<file path="config.mk">
export PLATFORM = sky130hd
export DESIGN_NAME = multi_stepctl
export DESIGN_NICKNAME = d
export VERILOG_FILES = /design/src/rtl/multi_stepctl.sv
export SDC_FILE = /design/constraint.sdc
export NUM_CORES = 1
export LEC_CHECK = 0
export CORE_MARGIN = 4
export CORE_UTILIZATION = 45
export CTS_CLUSTER_DIAMETER = 100
export DETAILED_ROUTE_END_ITERATION = 10
export GPL_ROUTABILITY_DRIVEN = 1
export GPL_TIMING_DRIVEN = 0
export MAX_ROUTING_LAYER = met4
export PLACE_DENSITY = 0.73
export SYNTH_ARGS = -nofsm -noshare
export SYNTH_HDL_FRONTEND = slang
export SYNTH_SLANG_ARGS = --single-unit
</file>
<file path="constraint.sdc">
create_clock -name clk -period 6.3 [get_ports clk]
set_input_delay 1.26 -clock clk [delete_from_list [all_inputs] [get_ports clk]]
set_output_delay 1.26 -clock clk [all_outputs]
set_load 0.05 [all_outputs]
</file>
<file path="src/rtl/multi_stepctl.sv">
// multi_stepctl: multi-channel closed-loop step controller.
// Each channel accepts a signed tick-count move, enables its motor with the
// requested direction and speed, and counts synchronised encoder rising edges
// until the move completes, is aborted, or the encoder stalls.
module multi_stepctl #(
    parameter int                 NCH          = 2,
    parameter int                 CHW          = 1,
    parameter int                 CW           = 16,
    parameter int                 SW           = 16,
    parameter int                 STALL_W      = 24,
    parameter logic [STALL_W-1:0] STALL_CYCLES = 24'd5_000_000
) (
    input  logic              clk,
    input  logic              rst,
    input  logic              cmd_valid,
    output logic              cmd_ready,
    input  logic [CHW-1:0]    cmd_ch,
    input  logic [CW-1:0]     cmd_ticks,
    input  logic [SW-1:0]     cmd_speed,
    input  logic [NCH-1:0]    abort,
    input  logic [NCH-1:0]    encoder,
    output logic [NCH-1:0]    motor_en,
    output logic [NCH-1:0]    dir,
    output logic [NCH*SW-1:0] speed_set,
    output logic [NCH-1:0]    busy,
    output logic [NCH-1:0]    done,
    output logic [NCH-1:0]    stall
);

    typedef enum logic {
        ST_IDLE = 1'b0,
        ST_RUN  = 1'b1
    } state_t;

    // Timer value on which a silent channel is declared stalled.
    localparam logic [STALL_W-1:0] STALL_LAST = STALL_CYCLES - STALL_W'(1);

    // Unsigned magnitude of a two's complement tick count. The most negative
    // value maps onto 2^(CW-1), which still fits in CW unsigned bits.
    function automatic logic [CW-1:0] abs_ticks(input logic signed [CW-1:0] t);
        logic [CW-1:0] u;
        u = t;
        return u[CW-1] ? (~u + CW'(1)) : u;
    endfunction

    logic signed [CW-1:0] ticks_s;
    logic [CW-1:0]        cmd_mag;

    assign ticks_s = cmd_ticks;
    assign cmd_mag = abs_ticks(ticks_s);

    // A command is takeable when it addresses an existing, idle channel.
    always_comb begin
        cmd_ready = 1'b0;
        for (int i = 0; i < NCH; i++) begin
            if (cmd_ch == CHW'(i)) begin
                cmd_ready = !busy[i];
            end
        end
    end

    for (genvar g = 0; g < NCH; g++) begin : g_ch
        state_t              state_q;
        state_t              state_d;
        logic [CW-1:0]       rem_q;
        logic [SW-1:0]       spd_q;
        logic [STALL_W-1:0]  tmr_q;
        logic                sync1_q;
        logic                sync2_q;
        logic                hist_q;
        logic                dir_q;
        logic                done_q;
        logic                stall_q;
        logic                pulse;
        logic                acc;
        logic                fin;
        logic                stall_hit;
        logic                end_move;
        logic                end_stall;

        assign pulse     = sync2_q & ~hist_q;
        assign acc       = cmd_valid && cmd_ready && (cmd_ch == CHW'(g));
        assign fin       = pulse && (rem_q == CW'(1));
        assign stall_hit = (STALL_CYCLES != '0) && (tmr_q == STALL_LAST) && !pulse;

        // State register; reset drops the channel to IDLE immediately.
        always_ff @(posedge clk or posedge rst) begin
            if (rst) begin
                state_q <= ST_IDLE;
            end else begin
                state_q <= state_d;
            end
        end

        // Next state: final pulse beats abort, abort beats stall.
        always_comb begin
            state_d   = state_q;
            end_move  = 1'b0;
            end_stall = 1'b0;
            case (state_q)
                ST_IDLE: begin
                    if (acc && (cmd_mag != '0)) begin
                        state_d = ST_RUN;
                    end
                end
                ST_RUN: begin
                    if (fin || abort[g]) begin
                        state_d  = ST_IDLE;
                        end_move = 1'b1;
                    end else if (stall_hit) begin
                        state_d   = ST_IDLE;
                        end_move  = 1'b1;
                        end_stall = 1'b1;
                    end
                end
                default: state_d = ST_IDLE;
            endcase
        end

        // Encoder synchroniser, move bookkeeping, stall timer and status flags.
        always_ff @(posedge clk or posedge rst) begin
            if (rst) begin
                sync1_q <= 1'b0;
                sync2_q <= 1'b0;
                hist_q  <= 1'b0;
                rem_q   <= '0;
                spd_q   <= '0;
                tmr_q   <= '0;
                dir_q   <= 1'b0;
                done_q  <= 1'b0;
                stall_q <= 1'b0;
            end else begin
                sync1_q <= encoder[g];
                sync2_q <= sync1_q;
                hist_q  <= sync2_q;
                done_q  <= end_move || (acc && (cmd_mag == '0));
                if (acc) begin
                    rem_q   <= cmd_mag;
                    dir_q   <= ticks_s[CW-1];
                    spd_q   <= cmd_speed;
                    stall_q <= 1'b0;
                    tmr_q   <= '0;
                end else if (state_q == ST_RUN) begin
                    if (pulse) begin
                        rem_q <= rem_q - CW'(1);
                        tmr_q <= '0;
                    end else if (tmr_q != '1) begin
                        tmr_q <= tmr_q + STALL_W'(1);
                    end
                    if (end_stall) begin
                        stall_q <= 1'b1;
                    end
                end
            end
        end

        assign motor_en[g]            = (state_q == ST_RUN);
        assign busy[g]                = (state_q == ST_RUN);
        assign dir[g]                 = dir_q;
        assign done[g]                = done_q;
        assign stall[g]               = stall_q;
        assign speed_set[g*SW +: SW]  = (state_q == ST_RUN) ? spd_q : '0;
    end

endmodule

</file>
==> impl_results.md, run 1 <==
- Main combinational cell family by area after synthesis: simple AND/OR/NAND/NOR gates
- Crit-path max FO: 5
- Placed Instances: 1161
- Tot GR Track Use: 0.2335
- Antenna violations before repair: 0
- DR iter-0 viols: 615
- GPL Wtd Cong: 0.9232
- Top achievable clock speed: 239.9 MHz
- Worst IR Drop VDD: 235.9 uV
- Register area share after synthesis: 0.4378
- Fin crit period: 4.169 ns
- Routed Antenna Nets: 0
- DRC viols: 0
- Share of post-route cells with drive strength above 1: 0.04796
- Vias per inst: 5.720
- XOR/XNOR Fraction of Synth Area: 0.02432
- CP Launch Type: input port
- Cell repeated most along the worst path: clkdlybuf4s50_1
- Global route overflow: 0
- # port buffers: 79
- Critical Path Sink Type: output port
- CTS tree: yes
- Leakage Power: 3.669 nW
- DP Area: 8289 um^2
- Cell-by-cell trace of the critical path: clkdlybuf4s50_1 -> mux2i_1 -> clkdlybuf4s50_1
- DRT Pass-1 Iters: 5
- WL/cell: 17.04 um
- Crit Path Class: in2out
- Hold Path Class: reg2reg
- Synth Area in Compound Gates: 0.1920
- Chip width: 134.5 um
- Post-Synth Adder-Cell Area: 0.01216
- Count of cell types in the netlist: 59
- WP data arrival: 2.91 ns
- Hold_ws: 0.3508 ns
- Status: finished, final reports clean
- Clk sinks: 126
- Area grow syn2layout: 22.64%
- Clk_lat worst skew: 0.42 ns
- CTS clk-pin slew, worst paths: 0.06 ns
- Routed Wire Length: 20290 um
- Post-Syn Instances: 870
- Slew HR: 0.4743
- Post-synthesis mux area share: 0.001390
- Fin nets: 1016
- RSZ-0062 raised after global routing: no
- Synth area leaders: dfrtp_1 44%, nand2_1 9.7%, o21ai_0 4.4%
- Fin crit share: 0.6617
- Synthesized area per cell: 8.278 um^2
- Crit-path slowest cell: clkdlybuf4s50_1
- CP bufs+invs: 2
- Clk_skew: 0.008695 ns
- Top-count cell post-synth: nand2_1
- CTS Buf Count: 17
- IO Count: 83
- Primary FF master, synth: dfrtp_1
- Max-slew violation count: 0
- Via count: 6812
- Crit path largest cell delay: 0.82 ns
- Number of global-route vias before repair: 6388
- Starting Density: 0.4668
- Final Total Pwr: 2.982 mW
- Detailed Place HPWL: 14370 um
- Post-synthesis simple-gate area fraction: 0.2870
- Core ar.: 15430 um^2
- Post-Syn Nets: 917
- CP required: 5.04 ns
- Die Y: 134.5 um
- Yosys Warn Count: 0
- Synth Cell Area: 7202 um^2
- Synthesized flop and latch total: 126
- EDFF count, synth: 0
- Global-route wire length before repair: 32940 um
- Max-Cap Viols: 0
- Post-CTS resize count: 0
- Worst-Margin Slew: 0.7814 ns
- H-tree depth: 4
- Cts-stage hold buffer count: 0
- Die area: 18090 um^2
- Largest net degree at the start of global routing: 95
- Root buffer cell: clkbuf_16
- Post-CTS Setup Inserts: 0
- Setup-failing EPs final: 0
- Setup TNS: 0 ns
- Diode count: 0
- Synth top cells by count: 187 x nand2_1, 126 x dfrtp_1, 64 x o21ai_0
- FP Rows: 45
- Synth area leader: dfrtp_1
- Async SR Flop Fraction: 1.000
- Non-Filler Instances: 1191
- CP delay by family, top: buffers and inverters
- Final Cell Area: 8832 um^2
- Post-synth top area share: 0.4378
- Hold Violations, Final: 0
- Clock Tree Buf Depth: 2
- Ratio of total power to cell area: 337.6 nW/um^2
==> sequential cells by signal (all words and copies together), names as in the netlist <==
signal,flops
g_ch.sync2_q,2
g_ch.done_q,2
g_ch.state_q,2
g_ch.tmr_q,48
g_ch.sync1_q,2
g_ch.rem_q,32
g_ch.hist_q,2
g_ch.dir_q,2
g_ch.stall_q,2
g_ch.spd_q,32
==> per-stage QoR <==
step / util / setup slack, ns
2_1_floorplan: - / 1.684
3_3_place_gp: 0.5352 / -0.1738
3_5_place_dp: 0.5373 / 1.787
4_1_cts: 0.5725 / 2.127
5_1_grt: 0.5725 / 2.001
6_report: 0.5725 / 2.131
==> final cells by class <==
type / count / area [um^2]
fill: 1437 / 6595
multi-input combinational: 671 / 3722
sequential: 126 / 3153
timing repair buffer: 80 / 818.3
clock buffer: 24 / 481.7
buffer: 58 / 270.3
tap: 211 / 264.0
clock inverter: 6 / 61.31
inverter: 15 / 61.31
==> worst paths after layout <==
kind | from | to | slack, ns | depth (start not counted)
setup / recovery | cmd_ch | cmd_ready | 2.13 | 3
hold reg to reg | g_ch[0].sync1_q | g_ch[0].sync2_q | 0.35 | 0
setup reg to reg | g_ch[0].state_q | g_ch[0].rem_q[15] | 2.90 | 9
max in group asynchronous | rst | g_ch[1].rem_q[5] | 4.35 | 3
min in group asynchronous | rst | g_ch[1].spd_q[5] | 1.19 | 2
hold / removal | g_ch[0].sync1_q | g_ch[0].sync2_q | 0.35 | 0
==> worst register-to-register path: cells and delay by family (launching register included) <==
kind,cells,cell delay (ns)
simple gates,3,1.11
compound gates,1,0.14
buf+inv,5,1.60
flops,1,0.41
==> cells in the final DEF (no fill, tap or decap), types with 12 or more instances in the layout <==
master           instances
clkbuf_1                47
o21ai_1                 22
dfrtp_1                126
nand2_1                187
clkdlybuf4s50_1         79
o31ai_1                 16
or4_1                   17
nor3_1                  20
and2_1                  40
o211ai_1                12
o21ai_0                 64
nor2_1                  53
nand3_1                 21
clkbuf_16               17
a31oi_1                 12
a21oi_1                 46
xor2_1                  13
inv_1                   14
==> power breakdown <==
| part | switching [mW] | leakage, nW | internal [mW] | total (mW) |
|---|---|---|---|---|
| registers | 0.164 | 1.63 | 0.997 | 1.16 |
| clock network | 0.340 | 0.266 | 0.567 | 0.906 |
| logic | 0.576 | 1.78 | 0.339 | 0.914 |
==> routing by layer <==
layer	part of all wire	routed length (um)	global-route usage	vias up
li1	-	-	-	3289
met1	0.46	9284	0.3140	3251
met2	0.45	9200	0.3427	230
met3	0.064	1296	0.05663	42
met4	0.025	508	0.09163	0
met5	0	0	-	-
==> logic make-up (layout without fill, tap and decap cells) <==
logic type | after synthesis | in the layout
adders and majority gates | 7 | 7
muxes | 1 | 1
DFF | 126 | 126
buffers and inverters | 73 | 183
AOI/OAI and AO/OA | 222 | 222
xor gates and xnor gates | 20 | 20
and+or+nand+nor | 421 | 421
Note: power is estimated with default switching activity, not from simulation.
==> inputs of run 2 (changes only) <==
PLACE_DENSITY = 0.76   (was 0.73)
clock period = 3.6 ns   (was 6.3 ns; I/O delays follow)
==> run 2 against run 1 <==
  * Clock skew up 0.0053 ns
  * Flip-flop and latch count unchanged
  * Cell area up 1.1%
  * Global-route usage increased by 0.21 points
  * Largest power group unchanged
==> impl_results.md, run 2 (same netlist as run 1, synthesis figures left out) <==
- Status: finished, final reports clean
- CP bufs+invs: 5 (+3)
- CTS clk-pin slew, worst paths: 0.05 ns (about the same)
- Top Registers: g_ch.tmr_q: 48 flops, g_ch.rem_q: 32 flops, g_ch.spd_q: 32 flops
- Via count: 6866 (+0.79%)
- Max-Cap Viols: 0 (unchanged)
- CTS Buf Count: 17 (unchanged)
- CP Launch Type: input port
- Cell-by-cell trace of the critical path: clkdlybuf4s50_1 -> or3b_1 -> clkbuf_1 -> and2_1 -> clkbuf_1 -> nor2_1 -> clkbuf_1 -> clkbuf_2 -> a21oi_1
- Clk_skew: 0.01404 ns (+0.005341 ns)
- Top achievable clock speed: 289.6 MHz
- Commonest cells after routing, fill and taps aside: 187 x nand2_1, 126 x dfrtp_1, 79 x clkdlybuf4s50_1, 64 x o21ai_0, 53 x nor2_1
- Antenna violations before repair: 0 (unchanged)
- Routed Antenna Nets: 0 (unchanged)
- Hold Path Class: reg2reg
- Worst Slack Setup Final: 0.1469 ns (-1.985 ns)
- DRC viols: 0 (unchanged)
- Largest net degree at the start of global routing: 31 (-67%)
- Gate power share: 0.302 (-0.005)
- FP Rows: 45 (unchanged)
- Die area: 18090 um^2 (unchanged)
- Leakage Power: 3.702 nW (+0.91%)
- Max reg flops: 48 (unchanged)
- Fin crit share: 0.9592
- Hold Violations, Final: 0 (unchanged)
- Root buffer cell: clkbuf_16
- # port buffers: 79 (unchanged)
- CTS tree: yes
- Crit-path max FO: 10 (+5)
- Ratio of total power to cell area: 596.4 nW/um^2 (+77%)
- H-tree depth: 4 (unchanged)
- Core ar.: 15430 um^2 (unchanged)
- Cell-internal power: 3.393 mW (+78%)
- RSZ-0062 raised after global routing: no
- Max-slew violation count: 0 (unchanged)
- Post-Route Utilization: 0.5787 (+0.006164)
- Chip width: 134.5 um (unchanged)
- Final Cell Area: 8927 um^2 (+1.1%)
- WP data arrival: 3.74 ns (+0.83 ns)
- Post-CTS Setup Inserts: 0 (unchanged)
- Die Y: 134.5 um (unchanged)
- Worst IR Drop VDD: 382.0 uV (+62%)
- DP Area: 8348 um^2 (+0.71%)
- GPL Wtd Cong: 0.9270 (+0.41%)
- DR iter-0 viols: 656 (+6.7%)
- Clock Tree Buf Depth: 2 (unchanged)
- Fin nets: 1019 (+0.30%)
- CP delay by family, top: buffers and inverters
- Routed Wire Length: 20230 um (-0.30%)
- Global route overflow: 0 (unchanged)
- Detailed Place HPWL: 14590 um (+1.5%)
- Power share of the clock group: 0.316 (+0.012)
- Sequential power share: 0.382 (-0.007)
- Diode count: 0 (unchanged)
- Net Sw Frac: 0.3627 (+0.0005996)
- WL/cell: 16.91 um (-0.71%)
- DRT Pass-1 Iters: 5 (unchanged)
- Crit-path slowest cell: clkdlybuf4s50_1
- Share of post-route cells with drive strength above 1: 0.05482 (+0.006863)
- Setup-failing EPs final: 0 (unchanged)
- Fin crit period: 3.453 ns
- Commonest non-fill, non-tap cell in the layout: nand2_1
- Crit Path Class: in2reg
- Number of global-route vias before repair: 6364 (-0.38%)
- Tot GR Track Use: 0.2356 (+0.002113)
- Slew HR: 0.4448 (-0.02945)
- Clk_lat worst skew: 0.43 ns (about the same)
- Area grow syn2layout: 23.96%
- Clk sinks: 126 (unchanged)
- Pre-CTS setup slack: -0.4400 ns (-2.227 ns)
- Worst-Margin Slew: 0.8251 ns (+0.04377 ns)
- Starting Density: 0.4668 (unchanged)
- Cell repeated most along the worst path: clkbuf_1
- Psw: 1.931 mW (+79%)
- Global-route wire length before repair: 33190 um (+0.76%)
- Vias per inst: 5.741 (+0.37%)
- Largest reg by FF count: g_ch.tmr_q
- Crit path largest cell delay: 0.53 ns (-0.29 ns)
- Critical Path Sink Type: register
- Cts-stage hold buffer count: 0 (unchanged)
- Non-Filler Instances: 1196 (+0.42%)
- IO Count: 83 (unchanged)
- Placed Instances: 1164 (+0.26%)
- CP required: 3.89 ns (-1.15 ns)
run 2: cell count changes in the layout (fill, tap and decap cells not counted), sizes merged:
cell	delta
buf	+3
clkinvlp	+4
clkbuf	-2
bufinv	+1
inv	-1
run 2: worst register-to-register path: stages, from the launching register on:
cell      delay (ns)
dfrtp_1         0.42
clkbuf_1        0.23
or3b_1          0.41
clkbuf_1        0.24
and2_1          0.21
clkbuf_1        0.20
nor2_1          0.51
clkbuf_1        0.44
clkbuf_2        0.38
a21oi_1         0.10
run 2: metrics by stage:
step,hold slack (ns),power [mW],TNS [ns]
final,0.3470,5.324,0
after floorplan,0.3312,3.107,0
after global placement,0.3340,3.590,-4.616
after CTS,0.3494,5.331,0
after detailed placement,0.3362,3.636,-5.374
after global routing,0.3524,5.636,0
run 2: cell type report:
type	count	area, um^2
clock inverters	10	113.9
repair buffers	83	878.3
plain buffers	58	271.5
inverters	15	60.06
clock buffers	22	464.2
well taps	211	264.0
multi-input cells	671	3722
fillers	1400	6500
flip-flops and latches	126	3153
run 2: per-layer routing:
| metal | share of wire | track usage | wire (um) |
|---|---|---|---|
| met2 | 0.44 | 0.3374 | 8981 |
| met3 | 0.076 | 0.05887 | 1528 |
| met4 | 0.012 | 0.06052 | 233 |
| met5 | 0 | - | 0 |
| met1 | 0.47 | 0.3365 | 9487 |
run 2: worst paths after layout:
check | startpoint | endpoint | slack (ns) | depth (start not counted)
setup / recovery | cmd_ch | g_ch[0].rem_q[15] | 0.15 | 9
hold / removal | g_ch[0].sync1_q | g_ch[0].sync2_q | 0.35 | 0
setup reg to reg | g_ch[0].state_q | g_ch[0].rem_q[15] | 0.31 | 9
hold reg to reg | g_ch[0].sync1_q | g_ch[0].sync2_q | 0.35 | 0
max in group asynchronous | rst | g_ch[0].rem_q[3] | 1.77 | 6
min in group asynchronous | rst | g_ch[0].tmr_q[18] | 0.69 | 2
run 2: repair_timing:
action,in CTS,in global routing
resized for setup,0,2
hold endpoints to repair,0,0
endpoints found under the setup margin,0,10
run 2: power groups by stage:
stage / registers, mW / clock network (mW) / logic, mW
after floorplan: 1.97 / 0 / 1.14
final: 2.04 / 1.68 / 1.61
after CTS: 2.02 / 1.70 / 1.60
after global placement: 2.04 / 0 / 1.55
after detailed placement: 2.04 / 0 / 1.59
after global routing: 2.08 / 1.78 / 1.77
==> inputs of run 3 (changes only) <==
--- a/config.mk
+++ b/config.mk
@@ -14,3 +14,3 @@
 export MAX_ROUTING_LAYER = met4
-export PLACE_DENSITY = 0.76
+export PLACE_DENSITY = 0.73
 export SYNTH_ARGS = -nofsm -noshare
==> constraint.sdc (replaced) <==
create_clock -name clk -period 3.4 [get_ports clk]
set_input_delay 1.02 -clock clk [delete_from_list [all_inputs] [get_ports clk]]
set_output_delay 1.02 -clock clk [all_outputs]
set_load 0.05 [all_outputs]
==> run 3 against run 2 <==
  * Combinational power grew 6%
  * Total power increased by 7.6%
  * Non-clock buffer count is 11 higher
  * Clock power up 12%
  * Global-route usage grew 0.18 points
  * Flip-flop and latch count unchanged
  * Cell area up 1.3%
  * Critical path depth fell by 1
  * Sequential share of layout area decreased by 0.44 points
  * Routed wire length grew 1.0%
  * Critical path type unchanged
  * Highest routed layer unchanged
==> impl_results.md, run 3 (same netlist as run 1, synthesis figures left out) <==
- Status: finished, final reports clean
- Cts-stage hold buffer count: 0 (unchanged)
- Fill cell count: 1405 (+0.36%)
- Die Y: 134.5 um (unchanged)
- Vias per inst: 5.669 (-1.2%)
- Diode count: 0 (unchanged)
- Gate power share: 0.297 (-0.005)
- Clk sinks: 126 (unchanged)
- Detailed Place HPWL: 14490 um (-0.66%)
- Fin crit share: 0.9796
- Worst Slack Setup Final: 0.06925 ns (-0.07764 ns)
- Max reg flops: 48 (unchanged)
- Crit Path Class: in2reg
- DRC viols: 0 (unchanged)
- Storage element area: 3153 um^2 (unchanged)
- CP delay by family, top: buffers and inverters
- Placed Instances: 1163 (-0.086%)
- DRT Pass-1 Iters: 5 (unchanged)
- CTS clk-pin slew, worst paths: 0.05 ns (about the same)
- Post-Route Utilization: 0.5860 (+0.007299)
- Root buffer cell: clkbuf_16
- Routed Antenna Nets: 0 (unchanged)
- Leakage Power: 4.003 nW (+8.1%)
- Hold_ws: 0.3511 ns (+0.004111 ns)
- WL/cell: 16.95 um (+0.21%)
- Fin nets: 1030 (+1.1%)
- Routed Wire Length: 20440 um (+1.0%)
- H-tree depth: 4 (unchanged)
- FP Rows: 45 (unchanged)
- Setup TNS: 0 ns (unchanged)
- Global route overflow: 0 (unchanged)
- DR iter-0 viols: 556 (-15%)
- Chip width: 134.5 um (unchanged)
- Slew HR: 0.4376 (-0.007283)
- Global-route wire length before repair: 33260 um (+0.21%)
- RSZ-0062 raised after global routing: yes
- WP data arrival: 3.64 ns (-0.10 ns)
- Crit-path max FO: 10 (unchanged)
- Hold Path Class: reg2reg
- Multi-input logic area: 3755 um^2 (+0.87%)
- Cell-internal power: 3.664 mW (+8.0%)
- CTS tree: yes
- Max-Cap Viols: 0 (unchanged)
- Area grow syn2layout: 25.52%
- Tot GR Track Use: 0.2374 (+0.001754)
- Max-slew violation count: 0 (unchanged)
- DP Area: 8320 um^2 (-0.33%)
- Net Sw Frac: 0.3602 (-0.002485)
- CTS Buf Count: 17 (unchanged)
- Starting Density: 0.4668 (unchanged)
- Clk_skew: 0.005522 ns (-0.008513 ns)
- Critical Path Sink Type: register
- Commonest non-fill, non-tap cell in the layout: nand2_1
- Setup-failing EPs final: 0 (unchanged)
- Clk_lat worst skew: 0.42 ns (about the same)
- Sequential power share: 0.375 (-0.007)
- Antenna violations before repair: 0 (unchanged)
- Psw: 2.063 mW (+6.8%)
- Share of post-route cells with drive strength above 1: 0.08543 (+0.03060)
- Commonest cells after routing, fill and taps aside: 187 x nand2_1, 126 x dfrtp_1, 64 x o21ai_0, 52 x nor2_1, 48 x clkdlybuf4s50_1
- Fin crit period: 3.331 ns
- CP required: 3.71 ns (-0.18 ns)
- CP Launch Type: input port
- Number of global-route vias before repair: 6404 (+0.63%)
- Crit-path slowest cell: clkdlybuf4s50_1
- Non-Filler Instances: 1206 (+0.84%)
- IO Count: 83 (unchanged)
- Worst-Margin Slew: 0.8359 ns (+0.01083 ns)
- GPL Wtd Cong: 0.9083 (-2.0%)
- Cell-by-cell trace of the critical path: clkdlybuf4s50_1 -> clkbuf_2 -> o31ai_1 -> xor2_1 -> nor4b_1 -> o211ai_1 -> or4_4 -> a22o_1
- Crit path largest cell delay: 0.69 ns (+0.16 ns)
- Core ar.: 15430 um^2 (unchanged)
- # port buffers: 79 (unchanged)
- Top achievable clock speed: 300.2 MHz
- Ratio of total power to cell area: 633.6 nW/um^2 (+6.2%)
- Power share of the clock group: 0.328 (+0.012)
- CP bufs+invs: 2 (-3)
- Final Total Pwr: 5.727 mW (+7.6%)
- Pre-CTS setup slack: -0.9537 ns (-0.5137 ns)
- Largest net degree at the start of global routing: 40 (+29%)
- Largest reg by FF count: g_ch.tmr_q
- Worst IR Drop VDD: 456.7 uV (+20%)
- Via count: 6837 (-0.42%)
- Die area: 18090 um^2 (unchanged)
- Final Cell Area: 9040 um^2 (+1.3%)
- Clock Tree Buf Depth: 2 (unchanged)
- Hold Violations, Final: 0 (unchanged)
- Top Registers: g_ch.tmr_q: 48 flops, g_ch.rem_q: 32 flops, g_ch.spd_q: 32 flops
## run 3: cell types whose count changed in the layout (fill, tap and decap cells not counted), sizes merged
cell / change
clkinv: -2
dlymetal6s2s: +9
clkbuf: +5
bufinv: +1
clkinvlp: +1
buf: +11
clkdlybuf4s50: -31
dlygate4sd2: +16
## run 3: cell type report
type,count,share of cell area
multi-input combinational,671,0.4154
sequential,126,0.3488
timing repair buffer,95,0.1019
clock buffer,21,0.05204
buffer,57,0.03087
tap,211,0.02920
clock inverter,10,0.01522
inverter,15,0.006644
## run 3: timing repair
item,4_1_cts,5_1_grt
setup endpoints to repair,47,44
gates resized for setup,29,34
endpoints found under the hold margin,0,0
pin swaps,3,3
gates cloned,0,0
setup buffers,8,5
## run 3: path summary, 6_finish.rpt
| check | start | to | slack (ns) | cells after the start |
|---|---|---|---|---|
| setup / recovery | cmd_ticks[15] | g_ch[1].state_q | 0.07 | 8 |
| hold reg to reg | g_ch[0].sync1_q | g_ch[0].sync2_q | 0.35 | 0 |
| hold / removal | g_ch[0].sync1_q | g_ch[0].sync2_q | 0.35 | 0 |
| min in group asynchronous | rst | g_ch[0].spd_q[2] | 1.03 | 2 |
| max in group asynchronous | rst | g_ch[1].rem_q[12] | 1.76 | 3 |
| setup reg to reg | g_ch[0].tmr_q[0] | g_ch[0].tmr_q[18] | 0.45 | 9 |
## run 3: layer usage
layer / global-route usage / up-vias / share of wire
met4: 0.07636 / 0 / 0.018
met1: 0.3174 / 3263 / 0.46
li1: - / 3311 / -
met5: - / - / 0
met2: 0.3603 / 230 / 0.46
met3: 0.05514 / 33 / 0.063
## run 3: power groups by stage
stage,clock [mW],combinational (mW),sequential [mW]
after global placement,0,1.66,2.15
after detailed placement,0,1.70,2.16
after floorplan,0,1.21,2.08
final,1.88,1.70,2.15
after CTS,1.91,1.69,2.14
after global routing,1.97,1.87,2.20
